==> config.mk <==
export PLATFORM = sky130hd
export DESIGN_NAME = mem_stream_reader
export DESIGN_NICKNAME = d
export VERILOG_FILES = /design/src/rtl/mem_stream_reader_pkg.sv /design/src/rtl/mem_stream_reader_stream_fifo.sv /design/src/rtl/mem_stream_reader.sv
export SDC_FILE = /design/constraint.sdc
export NUM_CORES = 1
export LEC_CHECK = 0
export CAP_MARGIN = 20
export CELL_PAD_IN_SITES_DETAIL_PLACEMENT = 1
export CELL_PAD_IN_SITES_GLOBAL_PLACEMENT = 1
export CORE_UTILIZATION = 40
export DETAILED_ROUTE_END_ITERATION = 8
export PLACE_DENSITY_LB_ADDON = 0.2
export SYNTH_ARGS = -nofsm -noshare
export SYNTH_HDL_FRONTEND = slang
export SYNTH_HIERARCHICAL = 1
export SYNTH_SLANG_ARGS = --single-unit
==> constraint.sdc <==
create_clock -name clk -period 5.1 [get_ports clk]
set_clock_uncertainty 0.15 [all_clocks]
set_input_delay 0.51 -clock clk [delete_from_list [all_inputs] [get_ports clk]]
set_output_delay 0.51 -clock clk [all_outputs]
set_load 0.1 [all_outputs]
==> src/rtl/mem_stream_reader_pkg.sv <==
// Shared constants for the streaming memory reader: FSM state encoding and
// the depth of the read-data FIFO that decouples memory latency from the sink.
package mem_stream_reader_pkg;

    localparam int FIFO_DEPTH = 4;
    localparam int FIFO_CNT_W = $clog2(FIFO_DEPTH + 1);

    localparam int STATE_W = 2;
    localparam logic [STATE_W-1:0] ST_IDLE = 2'd0;
    localparam logic [STATE_W-1:0] ST_RUN  = 2'd1;
    localparam logic [STATE_W-1:0] ST_DONE = 2'd2;

endpackage

==> src/rtl/mem_stream_reader_stream_fifo.sv <==
// Small register FIFO holding read data plus its last flag. The head entry is
// presented combinationally so the stream side sees data in the same cycle
// the entry becomes valid. Pushes on a full FIFO and pops on an empty FIFO
// are ignored.
module stream_fifo
    import mem_stream_reader_pkg::*;
#(
    parameter int WIDTH = 9
) (
    input  logic                  clk,
    input  logic                  rst_n,
    input  logic                  push,
    input  logic [WIDTH-1:0]      push_data,
    input  logic                  pop,
    output logic [WIDTH-1:0]      pop_data,
    output logic                  empty,
    output logic [FIFO_CNT_W-1:0] count
);

    localparam int PTR_W = $clog2(FIFO_DEPTH);

    logic [WIDTH-1:0]      mem_reg [FIFO_DEPTH];
    logic [PTR_W-1:0]      wr_ptr_reg;
    logic [PTR_W-1:0]      rd_ptr_reg;
    logic [FIFO_CNT_W-1:0] count_reg;
    logic                  push_ok;
    logic                  pop_ok;

    assign push_ok  = push && (count_reg != FIFO_CNT_W'(FIFO_DEPTH));
    assign pop_ok   = pop && (count_reg != '0);
    assign pop_data = mem_reg[rd_ptr_reg];
    assign empty    = (count_reg == '0);
    assign count    = count_reg;

    // Storage entries: each slot loads when the write pointer selects it.
    for (genvar gi = 0; gi < FIFO_DEPTH; gi++) begin : g_slot
        always_ff @(posedge clk) begin
            if (push_ok && (wr_ptr_reg == PTR_W'(gi))) begin
                mem_reg[gi] <= push_data;
            end
        end
    end

    // Pointer and occupancy bookkeeping; reset empties the FIFO.
    always_ff @(posedge clk) begin
        if (!rst_n) begin
            wr_ptr_reg <= '0;
            rd_ptr_reg <= '0;
            count_reg  <= '0;
        end else begin
            if (push_ok) begin
                wr_ptr_reg <= wr_ptr_reg + PTR_W'(1);
            end
            if (pop_ok) begin
                rd_ptr_reg <= rd_ptr_reg + PTR_W'(1);
            end
            case ({push_ok, pop_ok})
                2'b10:   count_reg <= count_reg + FIFO_CNT_W'(1);
                2'b01:   count_reg <= count_reg - FIFO_CNT_W'(1);
                default: count_reg <= count_reg;
            endcase
        end
    end

endmodule

==> src/rtl/mem_stream_reader.sv <==
// Reads `length` consecutive words (address wrapping modulo memory size) from a
// one-cycle-latency synchronous memory and streams them out on a valid/ready
// interface. Reads are throttled so that FIFO occupancy plus reads still in
// the memory pipeline never exceeds the FIFO depth, so no read data is lost.
// The throttle uses only registered state, so m_ready never reaches read_en
// combinationally.
module mem_stream_reader
    import mem_stream_reader_pkg::*;
#(
    parameter int DATA_WIDTH = 8,
    parameter int ADDR_WIDTH = 6,
    parameter int LEN_WIDTH  = ADDR_WIDTH + 1
) (
    input  logic                  clk,
    input  logic                  rst_n,
    input  logic                  start,
    input  logic [ADDR_WIDTH-1:0] base_addr,
    input  logic [LEN_WIDTH-1:0]  length,
    output logic                  busy,
    output logic                  done,
    output logic                  read_en,
    output logic [ADDR_WIDTH-1:0] read_address,
    input  logic [DATA_WIDTH-1:0] data_out,
    output logic                  m_valid,
    input  logic                  m_ready,
    output logic [DATA_WIDTH-1:0] m_data,
    output logic                  m_last
);

    logic [STATE_W-1:0]    state_reg;
    logic [ADDR_WIDTH-1:0] addr_reg;
    logic [LEN_WIDTH-1:0]  len_reg;
    logic [LEN_WIDTH-1:0]  issued_reg;
    logic [LEN_WIDTH-1:0]  beat_reg;
    logic                  rd_reg;        // read strobe presented to memory this cycle
    logic                  rd_last_reg;   // that read carries the final word
    logic                  cap_reg;       // memory data valid this cycle, push into FIFO
    logic                  cap_last_reg;

    logic                  fifo_empty;
    logic [FIFO_CNT_W-1:0] fifo_count;
    logic [DATA_WIDTH:0]   fifo_head;
    logic [FIFO_CNT_W-1:0] fill_level;
    logic                  issue_ok;
    logic                  fire;

    // Every word either in the FIFO or still travelling through memory counts.
    assign fill_level = fifo_count + FIFO_CNT_W'(rd_reg) + FIFO_CNT_W'(cap_reg);
    assign issue_ok   = (state_reg == ST_RUN) && (issued_reg < len_reg)
                        && (fill_level < FIFO_CNT_W'(FIFO_DEPTH));
    assign fire       = m_valid && m_ready;

    assign busy         = (state_reg == ST_RUN);
    assign done         = (state_reg == ST_DONE);
    assign read_en      = rd_reg;
    assign read_address = addr_reg;
    assign m_valid      = !fifo_empty;
    assign m_data       = m_valid ? fifo_head[DATA_WIDTH-1:0] : '0;
    assign m_last       = m_valid && fifo_head[DATA_WIDTH];

    // Control FSM, read issue and memory-latency tracking.
    always_ff @(posedge clk) begin
        if (!rst_n) begin
            state_reg    <= ST_IDLE;
            addr_reg     <= '0;
            len_reg      <= '0;
            issued_reg   <= '0;
            beat_reg     <= '0;
            rd_reg       <= 1'b0;
            rd_last_reg  <= 1'b0;
            cap_reg      <= 1'b0;
            cap_last_reg <= 1'b0;
        end else begin
            cap_reg      <= rd_reg;
            cap_last_reg <= rd_last_reg;
            rd_reg       <= 1'b0;
            case (state_reg)
                ST_IDLE: begin
                    if (start) begin
                        if (length != '0) begin
                            state_reg   <= ST_RUN;
                            len_reg     <= length;
                            addr_reg    <= base_addr;
                            rd_reg      <= 1'b1;
                            rd_last_reg <= (length == LEN_WIDTH'(1));
                            issued_reg  <= LEN_WIDTH'(1);
                            beat_reg    <= '0;
                        end else begin
                            state_reg <= ST_DONE;
                        end
                    end
                end
                ST_RUN: begin
                    if (issue_ok) begin
                        rd_reg      <= 1'b1;
                        addr_reg    <= addr_reg + ADDR_WIDTH'(1);
                        rd_last_reg <= (issued_reg == len_reg - LEN_WIDTH'(1));
                        issued_reg  <= issued_reg + LEN_WIDTH'(1);
                    end
                    if (fire) begin
                        beat_reg <= beat_reg + LEN_WIDTH'(1);
                        if (beat_reg == len_reg - LEN_WIDTH'(1)) begin
                            state_reg <= ST_DONE;
                        end
                    end
                end
                ST_DONE: begin
                    state_reg <= ST_IDLE;
                end
                default: begin
                    state_reg <= ST_IDLE;
                end
            endcase
        end
    end

    stream_fifo #(
        .WIDTH(DATA_WIDTH + 1)
    ) u_fifo (
        .clk      (clk),
        .rst_n    (rst_n),
        .push     (cap_reg),
        .push_data({cap_last_reg, data_out}),
        .pop      (fire),
        .pop_data (fifo_head),
        .empty    (fifo_empty),
        .count    (fifo_count)
    );

endmodule

# ---- Word-level counts from Yosys, hierarchy flattened
# Memories as Yosys holds them, arrays and structs flattened. A register that Yosys moved wholly into a read port is not among the register bits.
# Cells that the tools add are included.
# W data, S select, Z words.
dict set report word_totals {
  input_bits 25
  out_inout_bits 19
  mem_bits_rw 36
  word_cells 112
  register_bits 40
  memories 1
}
# memory depth word_bits read_ports rd_clocked_by_memory_dff wr line
set memory_table {}
lappend memory_table {u_fifo.mem_reg 4 9 1 1 1 mem_stream_reader_stream_fifo.sv:22} ;# logic [WIDTH-1:0] mem_reg [FIFO_DEPTH];
dict set report op_classes {
  n_reduce_logical 25
  eq_ne 16
  add_sub_neg 10
  mux 46
  magnitude_cmp 2
}
# cell count
set op_table {}
lappend op_table {{$mux W7} 6}
lappend op_table {{$pmux W7 S2} 2}
lappend op_table {{$mux W9} 3}
lappend op_table {{$reduce_or A9 Y1} 3}
lappend op_table {{$mux W2} 9}
lappend op_table {{$mux W6} 3}
lappend op_table {{$mux W1} 17}
lappend op_table {{$add A7 B1 Y7 const B} 2}
lappend op_table {{$eq A7 B7 Y1} 2}
lappend op_table {{$pmux W6 S2} 1}
lappend op_table {{$logic_and A1 B1 Y1} 10}
lappend op_table {{$eq A2 B2 Y1 const B} 4}
lappend op_table {{$mux W8} 1}
lappend op_table {{$reduce_and A4 Y1} 2}
lappend op_table {{$eq A7 B1 Y1 const B} 1}
lappend op_table {{$lt A7 B7 Y1} 1}
lappend op_table {{$reduce_bool A7 Y1} 1}
lappend op_table {{$sub A7 B1 Y7 const B} 1}
lappend op_table {{$add A3 B1 Y3} 2}
lappend op_table {{$add A6 B1 Y6 const B} 1}
lappend op_table {{$eq A2 B1 Y1 const B} 3}
lappend op_table {{$ne A2 B1 Y1 const B} 3}
lappend op_table {{$pmux W3 S2} 1}
lappend op_table {{$reduce_and A3 Y1} 2}
lappend op_table {{13 further kinds} 18}

# ---- Longest topological paths before layout
dict set report logic_depth {
  ltp_word 9
  depth_mapped 10
  depth_no_buf 9
}

# ---- Modules after synthesis
# Netlist, hierarchy kept.
# module area_each_um2 seq_area_each_um2 cells_per_inst instances
set modules_own_cells {}
lappend modules_own_cells {mem_stream_reader 2103.3 660.6 254 1}
lappend modules_own_cells {stream_fifo 1788.0 1261.2 100 1}

# ---- Least setup slack after synthesis
# Ideal clock, no wire load.
dict set report synth_path {
  path_kind {register to output}
  from {register (tool-made name)}
  to {output port m_data[0]}
  slack_ps 2259
  t_required_ps 4440
  path_buffers 1
  arrival_time_ps 2181
  path_stages_with_launch 4
  cell_sequence {dfxtp_1 > clkbuf_1 > mux4_2 > nor2b_1}
}
# element line
set synth_rtl {}
lappend synth_rtl {{end: declaration} mem_stream_reader.sv:26} ;# output logic [DATA_WIDTH-1:0] m_data,

==> out/results.txt <==
Final HPWL DP: 6412 um
Nets: 439
Area Overhead vs Synth: 18.71%
#FFs+latches synth: 78
Final GP Congestion: 0.8847
CTS buffer count: 9
# port buffers: 43
hold path startpoint: u_fifo/rd_ptr_reg[1]
Reg2Reg Depth: 8
die height: 100.6 um
synthesized area per cell: 10.99 um^2
crit-path cells: mux4_2 -> nor2b_1 -> clkdlybuf4s50_1
All-Layer GR Usage: 18.55%
reg-to-reg setup timing slack: 2200 ps
Crit Path Category: flop to primary output
synthesized cell area: 0.003891 mm^2
total power: 1.411 mW
layout cells sized above 1: 10.47%
Antenna Nets Post-Route: 0
metal3 WL: 287 um
Routed Wire Length: 8597 um
first-pass GRT wire length: 14,230 um
fin util: 49.52%
number of DRC markers in iteration 0: 58
Max-Slew Margin vs Limit: 34.90%
CP Max Fanout: 9
WL met2: 4269 um
number of flops mapped to enable cells by yosys: 36
hold path depth: 2
Cell Count Post-Placement: 514
final setup fails: 0
Core Footprint: 0.009328 mm^2
postcts setup bufs: 0
Cells after Synth: 354
Design Area, Final: 0.004619 mm^2
Hold Path Sink: u_fifo/rd_ptr_reg[1]
WL/cell: 16.22 um
Worst VDD drop: 0.1489 mV
final critical-path required period: 3447 ps
Hold/Removal Path Class: flop to flop
drt drc: 0
ys flop type: dfxtp_1
syn nets: 397
TNS Setup: 0 ps
clock root buffer: clkbuf_8
worst reg2reg startpoint: u_fifo/count[2]
CTS tree: done
Distinct cells, synth: 57
depth of the CTS H-tree: 3
CP startpoint kind: flop
CP required: 4440 ps
Yosys top cell by area: edfxtp_1
DR top layer: met4
CTS sink count: 78
leakage: 1.603 nW
Die ar.: 0.01013 mm^2
vias per cell: 5.121
initial antenna violation count: 0
Crit path depth: 3
DP Area: 0.004427 mm^2
RSZ-0062 raised after global routing: false
worst slew pin tran: 973.4 ps
grt ovf: 0
number of flip-flops in the largest register: 36
largest cells by area after synthesis: edfxtp_1 28%, dfxtp_1 22%, ha_1 5.5%, mux4_2 5.2%, nand2_1 4.3%
ys async rst share: 0%
vias in the first global route: 2,883
Filler Cell Count: 1,034
sequential share of the synthesized area: 49.39%
status: completed
via count: 2,714
WP data arrival: 2790 ps
I/O pins: 44
clock-pin slew on the worst setup and hold paths: 90 ps
Worst Path Buf+Inv: 1
worst skew pair latency: 350 ps
r2r endpoint: u_fifo/count[1]
top-area cell type share of the netlist area: 27.78%
pwr dens: 305.4 mW/mm^2
f_max: 290.1 MHz
M1 WL: 3871 um
Worst path top cell family by delay: buffers and inverters
initial core utilization: 41.72%
Ant. Diodes: 0
Critical Path Max Stage Delay: 1000 ps
placement row count: 35
post_cts resized: 0
non-filler cells, final: 530
pin count of the biggest net entering global routing: 25
Synth Warn #: 6
Clock Path Buffers: 2
final hold violations: 0
Tcrit/Tclk final: 67.60%
die width: 100.6 um
Slew Viols, Final: 0
Crit. End Element: primary output
Hold Buf Count CTS: 0
Slowest cell on crit path: clkdlybuf4s50_1
first drt pass iteration count: 4
Max-Cap Viols: 0
## per-layer routing
metal,track usage (%),vias to the layer above
li1,-,1332
met1,22.32,1314
met2,32.77,54
met5,0,-
met3,3.051,14
met4,7.915,0
## worst max path at each step
stage | startpoint | to | slack (ps)
finish | flop | m_data[2] | 1650
global route | flop | m_data[0] | 1500
CTS | flop | m_data[2] | 1580
detailed placement | m_ready | u_fifo/count[2] | 1980
global placement | m_ready | u_fifo/count[2] | 1990
floorplan | flop | m_data[0] | 2260
## cells in the final DEF, fill, tap and decap left out, types with 3 or more instances in the layout
cell type	instances
mux4_2	9
or3_1	3
clkbuf_8	9
or2_2	3
clkdlybuf4s50_1	43
dfxtp_1	42
a21oi_1	9
o31ai_1	3
inv_1	20
mux2i_1	3
clkinvlp_4	3
nand4_1	8
o22ai_1	5
edfxtp_1	36
a21boi_0	8
nand2b_1	3
nand3_1	6
nor2b_1	14
and3_1	3
nand2_1	45
nor2_1	19
and2_1	8
xnor2_1	13
ha_1	17
xor2_1	16
o21ai_0	12
## area by class of cell
type | instances | area (um^2) | share of cell area [%]
Inverter | 20 | 75.07 | 1.625
Timing Repair Buffer | 45 | 445.4 | 9.642
Multi-Input combinational cell | 242 | 1823 | 39.46
Clock buffer | 11 | 152.6 | 3.304
Tap cell | 129 | 161.4 | 3.494
Sequential cell | 78 | 1922 | 41.60
Clock inverter | 5 | 40.04 | 0.8667
## power breakdown
part / switching, mW / internal (mW) / total (mW)
clock network: 0.243 / 0.210 / 0.453
logic: 0.176 / 0.0912 / 0.267
registers: 0.0193 / 0.672 / 0.691
total: 0.438 / 0.973 / 1.41
## cells by family after synthesis
group | after synthesis | share of synthesized area [%]
AO/OA/AOI/OAI | 55 | 10.68
XOR/XNOR | 30 | 7.106
adder cells (fa/ha/maj) | 18 | 5.981
buffers and inverters | 34 | 3.762
flip-flops | 78 | 49.39
multiplexers | 12 | 5.981
AND/OR/NAND/NOR | 127 | 17.11
## cell usage after synthesis, drive strengths merged (3+ instances only)
master and instances:
a21boi 10, a21oi 9, a31oi 3, and2 8, and3 3, buf 5
clkbuf 9, dfxtp 42, edfxtp 36, ha 17, inv 20, mux2i 3
mux4 9, nand2 47, nand2b 3, nand3 6, nand4 8, nor2 21
nor2b 14, nor3 3, o21ai 13, o22ai 6, o31ai 3, or2 3
or3 3, xnor2 13, xor2 16
## per-stage QoR
step | hold slack, ps | worst slack [ps]
CTS | 353.4 | 1576
detailed placement | 334.1 | 1978
floorplan | 280.9 | 2259
global route | 366.3 | 1498
global placement | 304.8 | 1988
finish | 348.0 | 1653
## worst reg2reg max path: cells and delay by family (launching register included)
| family | cells | cell delay, ps |
|---|---|---|
| AND/OR/NAND/NOR | 4 | 1400 |
| adder cells (fa/ha/maj) | 2 | 670 |
| buffers and inverters | 1 | 70 |
| flip-flops | 1 | 400 |
| AO/OA/AOI/OAI | 1 | 160 |
Power figures use the tool's default switching activity.
==> patch (same flow settings) <==
Change the parameter `ADDR_WIDTH` from 6 to 4.
--- a/src/rtl/mem_stream_reader.sv
+++ b/src/rtl/mem_stream_reader.sv
@@ -10,3 +10,3 @@
     parameter int DATA_WIDTH = 8,
-    parameter int ADDR_WIDTH = 6,
+    parameter int ADDR_WIDTH = 4,
     parameter int LEN_WIDTH  = ADDR_WIDTH + 1
Interface: changed (resized base_addr, length and read_address); port bits go from 44 to 38. The function was not compared with the original's and may differ.
==> patch against the unedited design <==
  * First-iteration DRC count up 59%
  * Combinational power is 24% lower
  * Cell area decreased by 14%
  * Count of clock-buffer cells in the layout decreased by 2
  * Synthesized area down 16%
  * Via count is 18% lower
  * Total power decreased by 5.5%
  * Die area down 16%
  * Worst setup slack improved by 0.0082 ns
  * Routed wire length decreased by 21%
  * Core utilization up 1.2 points
  * Non-clock buffer count down 8
  * Sequential cell count is 8 lower
==> patch: results (changes against the unedited design) <==
| Parameter | Reported | Unit | vs unedited |
| --- | --- | --- | --- |
| Status | finished clean | - | unchanged |
| Share of cell area taken by flip-flops and latches | 44.5 | % | was 41.6% |
| Flip-flop cell with the highest count after synthesis | edfxtp_1 | - | was dfxtp_1 |
| First-pass GRT wire length | 11.5 | mm | was 14.2 mm |
| Clk cell area share | 5.78 | % | was 4.17% |
| Seq/Total Area, Yosys | 53.8 | % | was 49.4% |
| Endpoint arrival time on the critical path | 2.78 | ns | was 2.79 ns |
| Peak supply drop | 125 | µV | was 149 µV |
| Area of combinational cells with multiple inputs | 1410 | µm² | was 1820 µm² |
| Hold_ws | 0.316 | ns | was 0.348 ns |
| Input/output buffers | 37 | - | was 43 |
| Mean post-synth cell area | 11.7 | µm² | was 11.0 µm² |
| Overall track demand over capacity in global routing | 17.6 | % | was 18.5% |
| Buffer share of cell area | 9.35 | % | was 9.64% |
| Placed Area | 3730 | µm² | was 4430 µm² |
| Count of different cell masters after synthesis | 44 | - | was 57 |
| Worst Tran Pin Value | 0.983 | ns | was 0.973 ns |
| Detailed router's first-iteration violation count | 92 | - | was 58 |
| Post-Synth XOR/XNOR Area | 6.15 | % | was 7.11% |
| TritonCTS sink count | 70 | - | was 78 |
| Fraction of final layout cells sized beyond drive strength 1 | 9.88 | % | was 10.5% |
| Post-synth net total | 317 | - | was 397 |
| Hold Crit Start | len_reg[4]$_SDFFE_PN0P_ | - | was u_fifo/rd_ptr_reg[1]$_SDFFE_PN0P_ |
| Mux contribution to synthesized area | 7.15 | % | was 5.98% |
| Routed WL per cell | 15.9 | µm | was 16.2 µm |
| Worst-case setup slack after placement | 1.94 | ns | was 1.98 ns |
| RePlAce Congestion | 0.737 | - | was 0.885 |
| Synthesized-area fraction occupied by ao, oa, aoi and oai cells | 8.10 | % | was 10.7% |
| Number of global-route vias before repair | 2269 | - | was 2883 |
| Min Clock Period, post-route | 3.44 | ns | was 3.45 ns |
| Inverters | 16 | - | was 20 |
| Final cell count without fillers | 426 | - | was 530 |
| Post-layout utilization of the core | 50.7 | % | was 49.5% |
| Fraction of the mapped netlist area in adder cells | 6.34 | % | was 5.98% |
| Largest net degree at the start of global routing | 20 | - | was 25 |
| Length in cells of the worst reg-to-reg path | 9 | - | was 8 |
| Top cell types by occurrence after synthesis | 36 x edfxtp_1, 34 x dfxtp_1, 25 x nand2_1 | - | was 45 x nand2_1, 42 x dfxtp_1, 36 x edfxtp_1 |
## patch: changes by cell type after synthesis, sizes merged, moves of 6 or more
cell / delta
nand2: -22
dfxtp: -8
a21boi: -7
nand3: +7
nor2: -6
o22ai: -6
## patch: per-layer routing
layer  GRT usage, %  up-vias  wire length, µm
met2           27.2       50             3050
met1           24.2     1077             3330
li1               -     1074                -
met4           7.81        0              151
met5              0        -                0
met3           2.87       14              238
## patch: worst max-delay path, cell delays in order (launching register included)
cell	delay, ns
dfxtp_1	0.71
mux4_2	0.58
nor2b_1	0.14
clkdlybuf4s50_1	1.00
## patch: final timing paths
path	endpoint
setup / recovery	m_data[0]
hold / removal	len_reg[4]$_SDFFE_PN0P_
setup reg to reg	u_fifo/count[2]$_SDFFE_PN0P_
hold reg to reg	len_reg[4]$_SDFFE_PN0P_
## patch: power by group
part           internal (W)  switching, W  total (W)
Clock              0.000283      0.000228   0.000511
Sequential         0.000606     0.0000142   0.000621
Combinational     0.0000666      0.000135   0.000202
